$ cat config.mk
export PLATFORM = sky130hd
export DESIGN_NAME = conditional_unit
export DESIGN_NICKNAME = d
export VERILOG_FILES = /design/src/rtl/conditional_unit.sv
export SDC_FILE = /design/constraint.sdc
export NUM_CORES = 1
export LEC_CHECK = 0
export CORE_AREA = 5 5 42 44
export DETAILED_ROUTE_END_ITERATION = 12
export DIE_AREA = 0 0 47 49
export PLACE_DENSITY = 0.46
export SKIP_LAST_GASP = 1
export SYNTH_ARGS = -nofsm -noshare
export SYNTH_HDL_FRONTEND = slang
export SYNTH_SLANG_ARGS = --single-unit
$ cat constraint.sdc
create_clock -name clk -period 1.38 [get_ports clk]
set_input_delay 0.345 -clock clk [delete_from_list [all_inputs] [get_ports clk]]
set_output_delay 0.345 -clock clk [all_outputs]
set_load 0.01 [all_outputs]
$ cat src/rtl/conditional_unit.sv
// conditional_unit: condition-code check on live ALU flags plus architectural flag register; define COND_OUT_REG_EN to register out
module conditional_unit (
  input  logic       clk,
  input  logic       reset,
  input  logic [3:0] ALUFlags,
  input  logic [2:0] cond,
  input  logic       FlagW,
  output logic       out,
  output logic [3:0] Flags
);
  logic n, z, c, v, pass;
  logic [7:0] tbl;
  assign {n, z, c, v} = ALUFlags;
  always_comb begin
    tbl  = {c, z | (n ^ v), ~z & ~(n ^ v), n ^ v, ~(n ^ v), ~z, z, 1'b1};
    pass = tbl[cond];
  end
  always_ff @(posedge clk) Flags <= reset ? 4'b0000 : FlagW ? ALUFlags : Flags;
`ifdef COND_OUT_REG_EN
  always_ff @(posedge clk) out <= reset ? 1'b0 : pass;
`else
  assign out = pass;
`endif
endmodule

==> results of run 1 <==
-- worst min-delay path by stage --
stage | from | endpoint
CTS | ALUFlags[0] | Flags[0]
floorplan | reset | Flags[0]
global placement | Flags[3] | Flags[3]
detailed placement | Flags[2] | Flags[2]
global route | ALUFlags[3] | Flags[3]
finish | ALUFlags[0] | Flags[0]
-- what timing repair did --
item,4_1_cts,5_1_grt
cloned,0,0
resized for setup,43,0
endpoints found under the setup margin,5,1
pin swaps,5,0
endpoints found under the hold margin,0,0
-- per-layer routing --
layer / up-vias / GRT usage [%] / routed length (um)
li1: 123 / - / -
met1: 114 / 6.15 / 239
met2: 4 / 10.9 / 402
met3: 0 / 1.48 / 21
met4: 0 / 5.99 / 0
met5: - / 0 / 0
-- Yosys cell counts --
library cell  instances
or2b_1                1
clkbuf_1              1
and4bb_1              1
nor2_1                4
nand3_1               1
o211ai_2              1
o221a_1               1
mux2_1                1
dfxtp_1               4
a21oi_1               1
mux2i_1               6
xor2_1                1
-- layout make-up --
cell class                 instances  area share [%]
sequential                         4            17.9
clock buffer                       3            5.03
timing repair buffer              18            33.2
tap                               16            4.47
multi-input combinational         18            39.4
-- power breakdown --
part           internal [uW]  switching, uW
Combinational           60.5           43.6
Sequential               123           2.59
Clock                   96.8           40.6
-- stage by stage --
stage	hold WS, ns	cell area, um2	utilization, %	instances
global placement	0.478	419	29.9	56
global route	0.403	448	32.0	59
CTS	0.385	448	32.0	59
detailed placement	0.486	419	29.9	56
finish	0.383	448	32.0	59
floorplan	0.417	233	-	23
-- worst register-to-register path: stages (launching register included) --
cell and delay [ns]:
dfxtp_1 0.29, mux2i_1 0.14, nor2_1 0.05
-- cell families after synthesis --
kind of cell           count (synthesis)  synth area share [%]
multiplexers                           7                  30.6
AND/OR/NAND/NOR                        7                  17.2
flip-flops                             4                  34.4
AO/OA/AOI/OAI                          3                  12.4
XOR/XNOR                               1                  3.76
buffers and inverters                  1                  1.61
==> results.json, run 1 <==
{
  "drtPass1Iterations": 1,
  "initial_core_util_pct": 16.6,
  "antennaDiodeCount": 0,
  "crit_arrival_ns": 1.13,
  "core-area_um2": 1400,
  "maxSlewViolCount": 0,
  "syn_area_um2": 233,
  "mostFrequentLayoutCells": "6 x mux2i_1, 5 x buf_4",
  "crit_family": "compound AO/OA/AOI/OAI gates",
  "cts_tree": "built",
  "worst_pin_slew_ns": 0.232,
  "fp.dieH_um": 49,
  "drc_errors": 0,
  "wirelength_um": 662,
  "synth-seq-area-share_pct": 34.4,
  "synth.top_cells.by_area": "dfxtp_1 34%, mux2i_1 26%, nor2_1 6.5%, and4bb_1 5.4%, o211ai_2 5.4%",
  "drtIter0Drc": 0,
  "cts.sinks": 4,
  "violations": "setup timing",
  "track_usage_pct": 6.55,
  "p_per_area_nw_per_um2": 820,
  "r2r_setup_slack_ns": 0.78,
  "hold_depth": 3,
  "grt_max_degree": 8,
  "synth_top_area_cell": "dfxtp_1",
  "worstPathRequired_ns": 1.03,
  "synth-seq-cells": 4,
  "grt_pass1_vias": 306,
  "place_ws_ns": -0.968,
  "finalHoldViolCount": 0,
  "reg2regPathDepth": 2,
  "numPortBuffers": 14,
  "dieArea_um2": 2300,
  "place_congestion": 0.568,
  "wl_per_cell_um": 11.2,
  "startpoint_type": "input port",
  "final_common_cell": "mux2i_1",
  "post-cts-setup-buffers": 0,
  "cp_num_cells": 5,
  "cp_cell_sequence": "buf_8 -> xor2_4 -> o221a_1 -> o211ai_2 -> buf_2",
  "num_io_pins": 15,
  "drive_above_1_share_pct": 41.9,
  "holdBufCountCts": 0,
  "p_total_uw": 367,
  "path_class": "input port to output pin",
  "syn_avg_cell_area_um2": 10.1,
  "finalCritPeriodShare_pct": 107,
  "p_leak_uw": 0.000221,
  "synthCells": 23,
  "irDropWorstVdd_mv": 0.434,
  "slowest_delay_ns": 0.22,
  "fmax_mhz": 679,
  "clk_latency_ns": 0.23,
  "skew_ns": 0,
  "placementRows": 14,
  "rsz0062_at_grt": "yes",
  "top_register": "Flags",
  "cap_viol_max_count": 0,
  "ctsLongestPathBuffers": 2,
  "relSlewSlack_pct": 84.5,
  "clk_pin_slew_ns": 0.03,
  "yosysUniqueCellTypes": 12,
  "nNetsFinal": 55,
  "postRouteAntennaNets": 0,
  "cts-root-buf": "clkbuf_4",
  "crit_buf_inv": 2,
  "overflow": 0,
  "setup_slack_ns": -0.0922,
  "startpoint": "ALUFlags[0]",
  "min_path_type": "input port to register",
  "setup_violations": 1,
  "htree_num_levels": 1,
  "fin_setup_tns_ns": -0.0922,
  "status": "finished with violations",
  "via_per_inst": 4.08,
  "yosysWarnings": 0,
  "crit_slowest_cell": "o221a_1",
  "fin_crit_ns": 1.47,
  "cp-endpoint": "out",
  "dieWidth_um": 47,
  "largest_registers": "Flags: 4 flops",
  "r2r-end": "Flags[2]",
  "synth_top_area_share_pct": 34.4,
  "largest_reg_flops": 4,
  "area_growth_pct": 92.5,
  "seqCellArea_um2": 80.1,
  "grt_pass1_wl_mm": 1.10,
  "syn-num-nets": 33,
  "critPathCaptureType": "output pin",
  "fillers": 162,
  "multi_input_area_um2": 176,
  "cts_buffers": 3,
  "vias": 241,
  "grt_antenna_before_repair": 0,
  "crit_fanout": 2,
  "r2r_start": "Flags[2]"
}
Power figures use the tool's default switching activity.
==> inputs of run 2 (changes only) <==
--- a/config.mk
+++ b/config.mk
@@ -5,9 +5,9 @@
 export SDC_FILE = /design/constraint.sdc
 export NUM_CORES = 1
 export LEC_CHECK = 0
-export CORE_AREA = 5 5 42 44
+export CORE_AREA = 2 2 39 41
 export DETAILED_ROUTE_END_ITERATION = 12
-export DIE_AREA = 0 0 47 49
+export DIE_AREA = 0 0 41 43
 export PLACE_DENSITY = 0.46
 export SKIP_LAST_GASP = 1
 export SYNTH_ARGS = -nofsm -noshare
==> run 2 against run 1 <==
Compared with the run above: the run still ends with setup timing left; clock skew is the same; combinational power is 4% higher; core utilization increased by 1.2 points; largest power group unchanged; sequential share of layout area decreased by 0.44 points; setup slack worse by 0.016 ns.
==> results.json, run 2 (synthesized netlist as in run 1, its figures left out) <==
{
  "worstPathRequired_ns": 1.03,
  "violations": "setup timing",
  "clk_pin_slew_ns": 0.04,
  "fillers": 149,
  "reg2regPathDepth": 2,
  "numPortBuffers": 14,
  "largest_registers": "Flags: 4 flops",
  "relSlewSlack_pct": 84.5,
  "top_register": "Flags",
  "drtPass1Iterations": 1,
  "cap_viol_max_count": 0,
  "critPathCaptureType": "output pin",
  "worst_pin_slew_ns": 0.232,
  "cp_cell_sequence": "buf_2 -> and4bb_1 -> mux2i_2 -> o211ai_2 -> buf_2",
  "p_per_area_nw_per_um2": 824,
  "clk_latency_ns": 0.23,
  "setup_slack_ns": -0.109,
  "holdBufCountCts": 0,
  "crit_slowest_cell": "and4bb_1",
  "dieWidth_um": 41,
  "finalHoldViolCount": 0,
  "postLayoutCellArea_um2": 459,
  "grt_pass1_vias": 262,
  "stdcell_count": 60,
  "slowest_delay_ns": 0.23,
  "cts_tree": "built",
  "p_leak_uw": 0.000223,
  "place_area_um2": 427,
  "cts_buffers": 3,
  "path_common_cell": "buf_2",
  "via_per_inst": 4.20,
  "post-cts-setup-buffers": 0,
  "drtIter0Drc": 0,
  "finalCritPeriodShare_pct": 108,
  "num_io_pins": 15,
  "cts.sinks": 4,
  "wirelength_um": 671,
  "ctsLongestPathBuffers": 2,
  "antennaDiodeCount": 0,
  "dp_cells": 57,
  "crit_arrival_ns": 1.14,
  "startpoint_type": "input port",
  "place_congestion": 0.546,
  "placementRows": 14,
  "core-area_um2": 1380,
  "area_growth_pct": 97.3,
  "irDropWorstVdd_mv": 0.472,
  "largest_reg_flops": 4,
  "drc_errors": 0,
  "dpl.hpwl_um": 495,
  "drive_above_1_share_pct": 45.5,
  "hold_depth": 4,
  "dieArea_um2": 1760,
  "mostFrequentLayoutCells": "6 x buf_4, 5 x mux2i_1",
  "status": "finished with violations",
  "maxSlewViolCount": 0,
  "min_path_type": "input port to register",
  "fin_hold_ws_ns": 0.464,
  "initial_core_util_pct": 16.8,
  "crit_fanout": 5,
  "postRouteAntennaNets": 0,
  "setup_violations": 1,
  "final_common_cell": "buf_4",
  "fmax_mhz": 672,
  "grt_max_degree": 8,
  "cts-root-buf": "clkbuf_4",
  "vias": 252,
  "grt_antenna_before_repair": 0,
  "wl_per_cell_um": 11.2,
  "overflow": 0,
  "fp.dieH_um": 43,
  "p_total_uw": 378,
  "skew_ns": 0,
  "grt_pass1_wl_mm": 1.04,
  "path_class": "input port to output pin",
  "htree_num_levels": 1,
  "nNetsFinal": 56,
  "fin_crit_ns": 1.49,
  "rsz0062_at_grt": "yes",
  "track_usage_pct": 9.36
}
-- run 2: cell count changes in the layout (fill, tap and decap cells not counted), sizes merged --
cell  delta
buf      +1
-- run 2: stage by stage --
step | TNS [ns] | utilization, % | worst slack (ns)
floorplan | 0 | - | 0.117
global placement | -0.943 | 30.8 | -0.943
detailed placement | -0.977 | 30.8 | -0.977
CTS | -0.0977 | 32.9 | -0.0977
global route | -0.170 | 33.2 | -0.170
finish | -0.109 | 33.2 | -0.109
-- run 2: timing repair --
action,CTS,global route
gates resized for setup,41,1
endpoints found under the hold margin,0,0
setup endpoints to repair,5,1
pin swaps,4,0
-- run 2: final cells by class --
cell class | instances | area (um2) | area share [%]
sequential | 4 | 80.1 | 17.4
multi-input combinational | 18 | 180 | 39.2
clock buffer | 3 | 22.5 | 4.90
tap | 16 | 20.0 | 4.36
timing repair buffer | 19 | 156 | 34.1
-- run 2: final timing paths --
path,start,end,slack (ns)
max,cond[1],out,-0.11
min,ALUFlags[0],Flags[0],0.46
max reg2reg,Flags[2],Flags[2],0.79
min reg2reg,Flags[0],Flags[0],0.50
-- run 2: layer usage --
metal  up-vias  wire, um  global-route usage, %
li1        127         -                      -
met4         0         7                   10.0
met5         -         0                      0
met3         2        88                   2.62
met2        15       295                   12.5
met1       108       280                   10.7
-- run 2: where the power goes --
| part | switching, uW | internal (uW) | leakage [uW] |
|---|---|---|---|
| Combinational | 44.4 | 63.7 | 0.000176 |
| Clock | 46.6 | 97.2 | 0.0000138 |
| Sequential | 3.32 | 123 | 0.0000330 |
-- run 2: worst max-delay path, delay by kind of cell --
family                 cells  cell delay (ns)
AOI/OAI and AO/OA          1             0.10
muxes                      1             0.19
and+or+nand+nor            1             0.23
buffers and inverters      2             0.28
==> inputs of run 3 (changes only) <==
--- a/config.mk
+++ b/config.mk
@@ -6,10 +6,10 @@
 export NUM_CORES = 1
 export LEC_CHECK = 0
 export CORE_AREA = 2 2 39 41
+export CTS_CLUSTER_DIAMETER = 30
 export DETAILED_ROUTE_END_ITERATION = 12
 export DIE_AREA = 0 0 41 43
-export PLACE_DENSITY = 0.46
-export SKIP_LAST_GASP = 1
+export PLACE_DENSITY = 0.47
 export SYNTH_ARGS = -nofsm -noshare
 export SYNTH_HDL_FRONTEND = slang
 export SYNTH_SLANG_ARGS = --single-unit
==> constraint.sdc (replaced) <==
create_clock -name clk -period 1.3 [get_ports clk]
set_input_delay 0.325 -clock clk [delete_from_list [all_inputs] [get_ports clk]]
set_output_delay 0.325 -clock clk [all_outputs]
set_load 0.01 [all_outputs]
==> run 3 against run 2 <==
Compared with the run above: sequential power increased by 6%; non-clock buffer count down 2; sequential cell count stayed put; highest routed layer is now met3; register-to-register slack worse by 0.09 ns; the run still ends with setup timing left; worst hold slack worse by 0.11 ns; first-iteration DRC count grew 2; power is 4.3% higher; cell count shrank 3.3%; critical path depth unchanged.
==> results.json, run 3 (synthesized netlist as in run 1, its figures left out) <==
{
  "numPortBuffers": 14,
  "cap_viol_max_count": 0,
  "fmax_mhz": 705,
  "htree_num_levels": 1,
  "startpoint_type": "input port",
  "status": "finished with violations",
  "drtIter0Drc": 2,
  "irDropWorstVdd_mv": 0.504,
  "fin_crit_ns": 1.42,
  "nNetsFinal": 54,
  "p_leak_uw": 0.000217,
  "fillers": 160,
  "setup_slack_ns": -0.118,
  "min_path_type": "input port to register",
  "finalCritPeriodShare_pct": 109,
  "track_usage_pct": 10.1,
  "postLayoutCellArea_um2": 444,
  "top_usage_layer": "met2",
  "path_class": "input port to output pin",
  "clk_latency_ns": 0.24,
  "cts-root-buf": "clkbuf_4",
  "rsz0062_at_grt": "yes",
  "r2r-end": "Flags[1]",
  "critPathCaptureType": "output pin",
  "worstPathRequired_ns": 0.98,
  "overflow": 0,
  "r2r_setup_slack_ns": 0.70,
  "drtPass1Iterations": 3,
  "largest_registers": "Flags: 4 flops",
  "met1_usage_pct": 10.3,
  "top_register": "Flags",
  "grt_antenna_before_repair": 0,
  "finalHoldViolCount": 0,
  "num_io_pins": 15,
  "dieArea_um2": 1760,
  "stdcell_count": 58,
  "vias": 244,
  "fin_setup_tns_ns": -0.118,
  "p_per_area_nw_per_um2": 888,
  "startpoint": "ALUFlags[0]",
  "cts.sinks": 4,
  "reg2regPathDepth": 2,
  "holdBufCountCts": 0,
  "cts_buffers": 3,
  "final_common_cell": "mux2i_1",
  "cts_tree": "built",
  "dieWidth_um": 41,
  "p_total_uw": 395,
  "postRouteAntennaNets": 0,
  "crit_arrival_ns": 1.09,
  "wirelength_um": 663,
  "grt_pass1_wl_mm": 1.10,
  "wl_per_cell_um": 11.4,
  "drc_errors": 0,
  "placementRows": 14,
  "initial_core_util_pct": 16.8,
  "crit_fanout": 2,
  "met2_usage_pct": 14.7,
  "r2r_start": "Flags[1]",
  "place_congestion": 0.591,
  "place_area_um2": 412,
  "grt_pass1_vias": 282,
  "maxSlewViolCount": 0,
  "core-area_um2": 1380,
  "worst_pin_slew_ns": 0.227,
  "via_per_inst": 4.21,
  "setup_violations": 1,
  "area_growth_pct": 90.9,
  "post-cts-setup-buffers": 0,
  "skew_ns": 0,
  "clk_pin_slew_ns": 0.04,
  "gr-usage-met3_pct": 3.66,
  "ctsLongestPathBuffers": 2,
  "dp_cells": 55,
  "relSlewSlack_pct": 84.8,
  "mostFrequentLayoutCells": "6 x mux2i_1, 4 x dfxtp_1, 4 x nor2_1, 4 x buf_2, 4 x dlygate4sd2_1",
  "antennaDiodeCount": 0,
  "grt_max_degree": 8,
  "violations": "setup timing",
  "largest_reg_flops": 4,
  "place_ws_ns": -1.01,
  "fp.dieH_um": 43,
  "cp-endpoint": "out",
  "drive_above_1_share_pct": 40.5
}
-- run 3: report_power, final --
part / internal [uW] / total [uW] / switching (uW)
clock: 103 / 152 / 48.6
combinational: 63.5 / 109 / 45.0
sequential: 131 / 134 / 3.59
total: 297 / 395 / 97.2
-- run 3: layout make-up --
| class | instances | area, um2 | area share (%) |
|---|---|---|---|
| multi-input cells | 18 | 176 | 39.7 |
| flip-flops and latches | 4 | 80.1 | 18.0 |
| clock buffers | 3 | 22.5 | 5.07 |
| repair buffers | 17 | 145 | 32.7 |
| well taps | 16 | 20.0 | 4.51 |
-- run 3: how the worst min path moves through the flow --
stage	startpoint	to	cells after the start	slack (ns)
2_1_floorplan	reset	Flags[0]	1	0.40
3_3_place_gp	Flags[3]	Flags[3]	2	0.49
3_5_place_dp	Flags[0]	Flags[0]	2	0.50
4_1_cts	ALUFlags[0]	Flags[0]	3	0.34
5_1_grt	ALUFlags[3]	Flags[3]	3	0.36
6_report	ALUFlags[0]	Flags[0]	3	0.36
-- run 3: timing repair --
item                       4_1_cts  5_1_grt
gates resized for setup         43        2
setup endpoints to repair        5        1
pin swaps                        4        1
-- run 3: routing by layer --
layer | up-vias | share of wire [%]
li1 | 123 | -
met1 | 106 | 41
met2 | 15 | 48
met3 | 0 | 11
met4 | 0 | 0
met5 | - | 0
-- run 3: critical path: stages --
cell and delay (ns):
buf_8 0.11, xor2_4 0.17, o221a_1 0.21, o211ai_2 0.13
buf_2 0.15
-- run 3: per-stage QoR --
step	util (%)	hold slack, ns
final	32.1	0.355
after detailed placement	29.7	0.500
after global routing	32.1	0.365
after floorplan	-	0.397
after CTS	32.3	0.342
after global placement	29.7	0.488
==> variant 1, RTL diff (flow settings as in run 1) <==
Register the inputs `ALUFlags`, `cond` and `FlagW` before use, without a reset. The logic sees them one clock later.
--- a/src/rtl/conditional_unit.sv
+++ b/src/rtl/conditional_unit.sv
@@ -8,14 +8,25 @@
   output logic       out,
   output logic [3:0] Flags
 );
+
+  logic [3:0] ALUFlags_q;
+  logic [2:0] cond_q;
+  logic FlagW_q;
+
+  always_ff @(posedge clk) begin
+    ALUFlags_q <= ALUFlags;
+    cond_q     <= cond;
+    FlagW_q    <= FlagW;
+  end
+
   logic n, z, c, v, pass;
   logic [7:0] tbl;
-  assign {n, z, c, v} = ALUFlags;
+  assign {n, z, c, v} = ALUFlags_q;
   always_comb begin
     tbl  = {c, z | (n ^ v), ~z & ~(n ^ v), n ^ v, ~(n ^ v), ~z, z, 1'b1};
-    pass = tbl[cond];
+    pass = tbl[cond_q];
   end
-  always_ff @(posedge clk) Flags <= reset ? 4'b0000 : FlagW ? ALUFlags : Flags;
+  always_ff @(posedge clk) Flags <= reset ? 4'b0000 : FlagW_q ? ALUFlags_q : Flags;
 `ifdef COND_OUT_REG_EN
   always_ff @(posedge clk) out <= reset ? 1'b0 : pass;
 `else
Behaviour: not the same (Yosys sat finds a counterexample within 4 cycles, from zero or initial values and one cycle with reset high).
==> variant 1 against run 1 <==
The flow still finishes with violations (setup timing). Routed wire length rose by 13%. Sequential cell count rose by 8. Power rose by 83%. Setup slack got worse by 0.15 ns. Area after synthesis rose by 69%. Synthesized cell count rose by 35%. Final cell count rose by 17%. Non-clock buffer count rose by 2. Sequential power rose to 3.0 times the old value. Count of clock-buffer cells in the layout did not move. Via count rose by 23%. Worst hold slack improved by 0.11 ns. Final area rose by 39%. Critical path type is now reg2out.
==> variant 1: results <==
[sta]
relSlewSlack_pct = 84.9
fin_skew_ns = 0.00442
setup_viol = 1
setup-tns-final_ns = -0.241
setup_slack_ns = -0.241

[place]
placedCellCount = 66
placed_area_um2 = 594
post-place-ws_ns = -0.464
routabilityCongestion = 0.696

[grt]
grt_start_max_net_pins = 8
grt_usage_pct = 7.49
grt_pass1_wl_mm = 1.27
first_global_vias = 337

[yosys]
netlist_instances = 31
netlist-cell-type-count = 12
synth_area_leaders = dfxtp_1 61%, mux2i_1 15%, nor2_1 3.8%
async_flop_share_pct = 0
synth_flop_cell = dfxtp_1
yosysSeqAreaShare_pct = 61.1
synth_common_cells = 12 x dfxtp_1, 6 x mux2i_1, 4 x nor2_1
synth_fp_nets = 41

[worst_hold_path]
min_path_type = reg2reg

[pwr]
ir_drop_v = 0.000413
p_leak_nw = 0.284

[cells_and_area]
fin_nets = 65
top_regs = ALUFlags_q x4, Flags x4, cond_q x3
drive_gt1_share_pct = 30.2

[setup_path]
cp.arrival_ns = 1.28

[routing]
routed_wl_um = 747
dr_total_vias = 297
drt-initial-drc-count = 1
first_pass_iters = 4

[cts]
clock_latency_ns = 0.26
post_cts_buffers = 0
clk_pin_slew_ns = 0.07

[run_status]
violations = setup timing
outcome = complete, but fails checks
variant 1: changes by cell type after synthesis:
cell	before	now
dfxtp_1	4	12
variant 1: kinds of logic (layout without fill, tap and decap cells):
group	after synthesis	after routing	share of synthesized area, %
buffers and inverters	1	23	0.954
DFF	12	12	61.1
and+or+nand+nor	7	7	10.2
AOI/OAI and AO/OA	3	3	7.32
muxes	7	7	18.2
xor gates and xnor gates	1	1	2.23
variant 1: worst max-delay path, cell delays in order, from the launching register on:
cell      delay, ns
dfxtp_2        0.33
xor2_2         0.18
o221a_1        0.23
o211ai_2       0.13
buf_2          0.14
variant 1: final timing paths:
path | depth (start not counted) | endpoint | slack (ns) | from
max reg2reg | 2 | Flags[1] | 0.57 | FlagW_q
min reg2reg | 2 | Flags[0] | 0.49 | Flags[0]
max | 4 | out | -0.24 | ALUFlags_q[0]
min | 2 | Flags[0] | 0.49 | Flags[0]
variant 1: layout make-up:
type,instances,area (µm²)
clock buffers,3,22.5
fillers,141,779
multi-input cells,18,156
flip-flops and latches,12,248
well taps,16,20.0
repair buffers,20,175
variant 1: routing by layer:
metal	wire (µm)	GRT usage [%]	vias to the layer above	share of wire, %
met5	0	0	-	0
met4	0	4.15	0	0
met3	48	2.95	0	6.4
met2	400	12.7	7	54
met1	299	7.32	138	40
li1	-	-	152	-
variant 1: power by group:
part           switching [mW]  internal, mW
clock network          0.0970         0.100
logic                  0.0290        0.0630
registers              0.0160         0.366
variant 1: repair_timing:
| action | CTS | global route |
|---|---|---|
| gates resized for setup | 14 | 0 |
| endpoints found under the setup margin | 5 | 1 |
| pin swaps | 3 | 0 |
| hold endpoints to repair | 0 | 0 |
==> variant 2, RTL diff (flow settings as in run 1) <==
Made on the original files. Add a define of `COND_OUT_REG_EN`.
--- a/src/rtl/conditional_unit.sv
+++ b/src/rtl/conditional_unit.sv
@@ -1,4 +1,6 @@
 // conditional_unit: condition-code check on live ALU flags plus architectural flag register; define COND_OUT_REG_EN to register out
+`define COND_OUT_REG_EN
+
 module conditional_unit (
   input  logic       clk,
   input  logic       reset,
Function: changed (Yosys sat finds a counterexample within 4 cycles, from zero or initial values and one cycle with reset high).
==> variant 2 against run 1 <==
Synthesized cell count decreased by 4.3%. Area after synthesis decreased by 3.8%. Sequential cell count increased by 1. Via count decreased by 2.1%. Count of clock-buffer cells in the layout increased by 1. Non-clock buffer count decreased by 1. Final area decreased by 5.6%. Power increased by 13%. Setup slack improved by 0.16 ns. Fmax increased by 12%. Clock skew unchanged. Final cell count decreased by 1.7%. Critical path depth decreased by 1. Routed wire length decreased by 2.0%. Critical path type is now in2reg. Largest cell class is now buffers.
==> variant 2: results <==
[grt]
met3_usage_pct = 2.21
grt_start_max_net_pins = 6
met2_usage_pct = 10.6
grt_usage_pct = 6.49
use_met1_pct = 5.96
first_global_vias = 248

[cells_and_area]
drive_gt1_share_pct = 14.3
syn_to_final_growth_pct = 88.8
top_regs = Flags x4, out x1
fillCellCount = 167

[setup_path]
r2r-start = Flags[0]
critPathMaxStageDelay_ns = 0.50
cp_slowest_cell = clkdlybuf4s50_1
r2r_end = Flags[0]

[pwr]
p_clk_mw = 0.171
p_leak_nw = 0.192
p_int_mw = 0.317
ir_drop_v = 0.000274
powerSeq_mw = 0.158

[yosys]
yosysSeqAreaShare_pct = 44.7
synth_common_cells = 5 x dfxtp_1, 5 x mux2i_1, 5 x nor2_1
synth_fp_nets = 32
synth_area_leaders = dfxtp_1 45%, mux2i_1 22%, nor2_1 8.4%

[routing]
first_pass_iters = 4
drt-initial-drc-count = 2

[run_status]
outcome = finished clean

[worst_hold_path]
hold_end = Flags[2]
hp-start = Flags[2]
min_path_type = reg2reg

[cts]
clk_pin_slew_ns = 0.05
==> variant 2: worst max path at each step <==
| stage | from | endpoint | slack, ns |
|---|---|---|---|
| global route | ALUFlags[3] | out | 0.01 |
| finish | cond[0] | out | 0.06 |
| CTS | cond[0] | out | 0.07 |
| global placement | cond[0] | out | -0.12 |
| floorplan | cond[0] | out | 0.39 |
| detailed placement | cond[0] | out | -0.19 |
==> variant 2: area by class of cell <==
class                      instances  share of cell area [%]
timing repair buffer              17                    37.0
multi-input combinational         16                    28.4
clock buffer                       4                    6.21
sequential                         5                    23.7
tap                               16                    4.73
==> variant 2: critical path, delay by kind of cell <==
| family | cells | cell delay (ns) |
|---|---|---|
| multiplexers | 1 | 0.32 |
| buffers and inverters | 1 | 0.50 |
| AO/OA/AOI/OAI | 2 | 0.27 |
==> variant 2: cell families after synthesis <==
kind of cell / share of synthesized area (%)
AOI/OAI and AO/OA: 11.7
xor gates and xnor gates: 3.91
buffers and inverters: 1.67
DFF: 44.7
muxes: 27.4
and+or+nand+nor: 10.6
==> variant 2: timing repair <==
item	CTS	global route
setup endpoints to repair	5	0
setup buffers	0	0
resized for setup	5	0
==> variant 2: layer usage <==
metal  vias to the layer above  wire length (µm)
met1                       108               243
met5                         -                 0
met2                         8               353
met4                         0                 0
li1                        120                 -
met3                         0                52
==> variant 2: stage by stage <==
step,std cells,TNS [ns],worst slack [ns],hold WS (ns),power [mW]
2_1_floorplan,22,0,0.392,0.417,0.193
3_3_place_gp,54,-0.123,-0.123,0.475,0.252
3_5_place_dp,54,-0.191,-0.191,0.494,0.255
4_1_cts,58,0,0.0684,0.503,0.429
5_1_grt,58,0,0.0125,0.515,0.443
6_report,58,0,0.0631,0.488,0.416
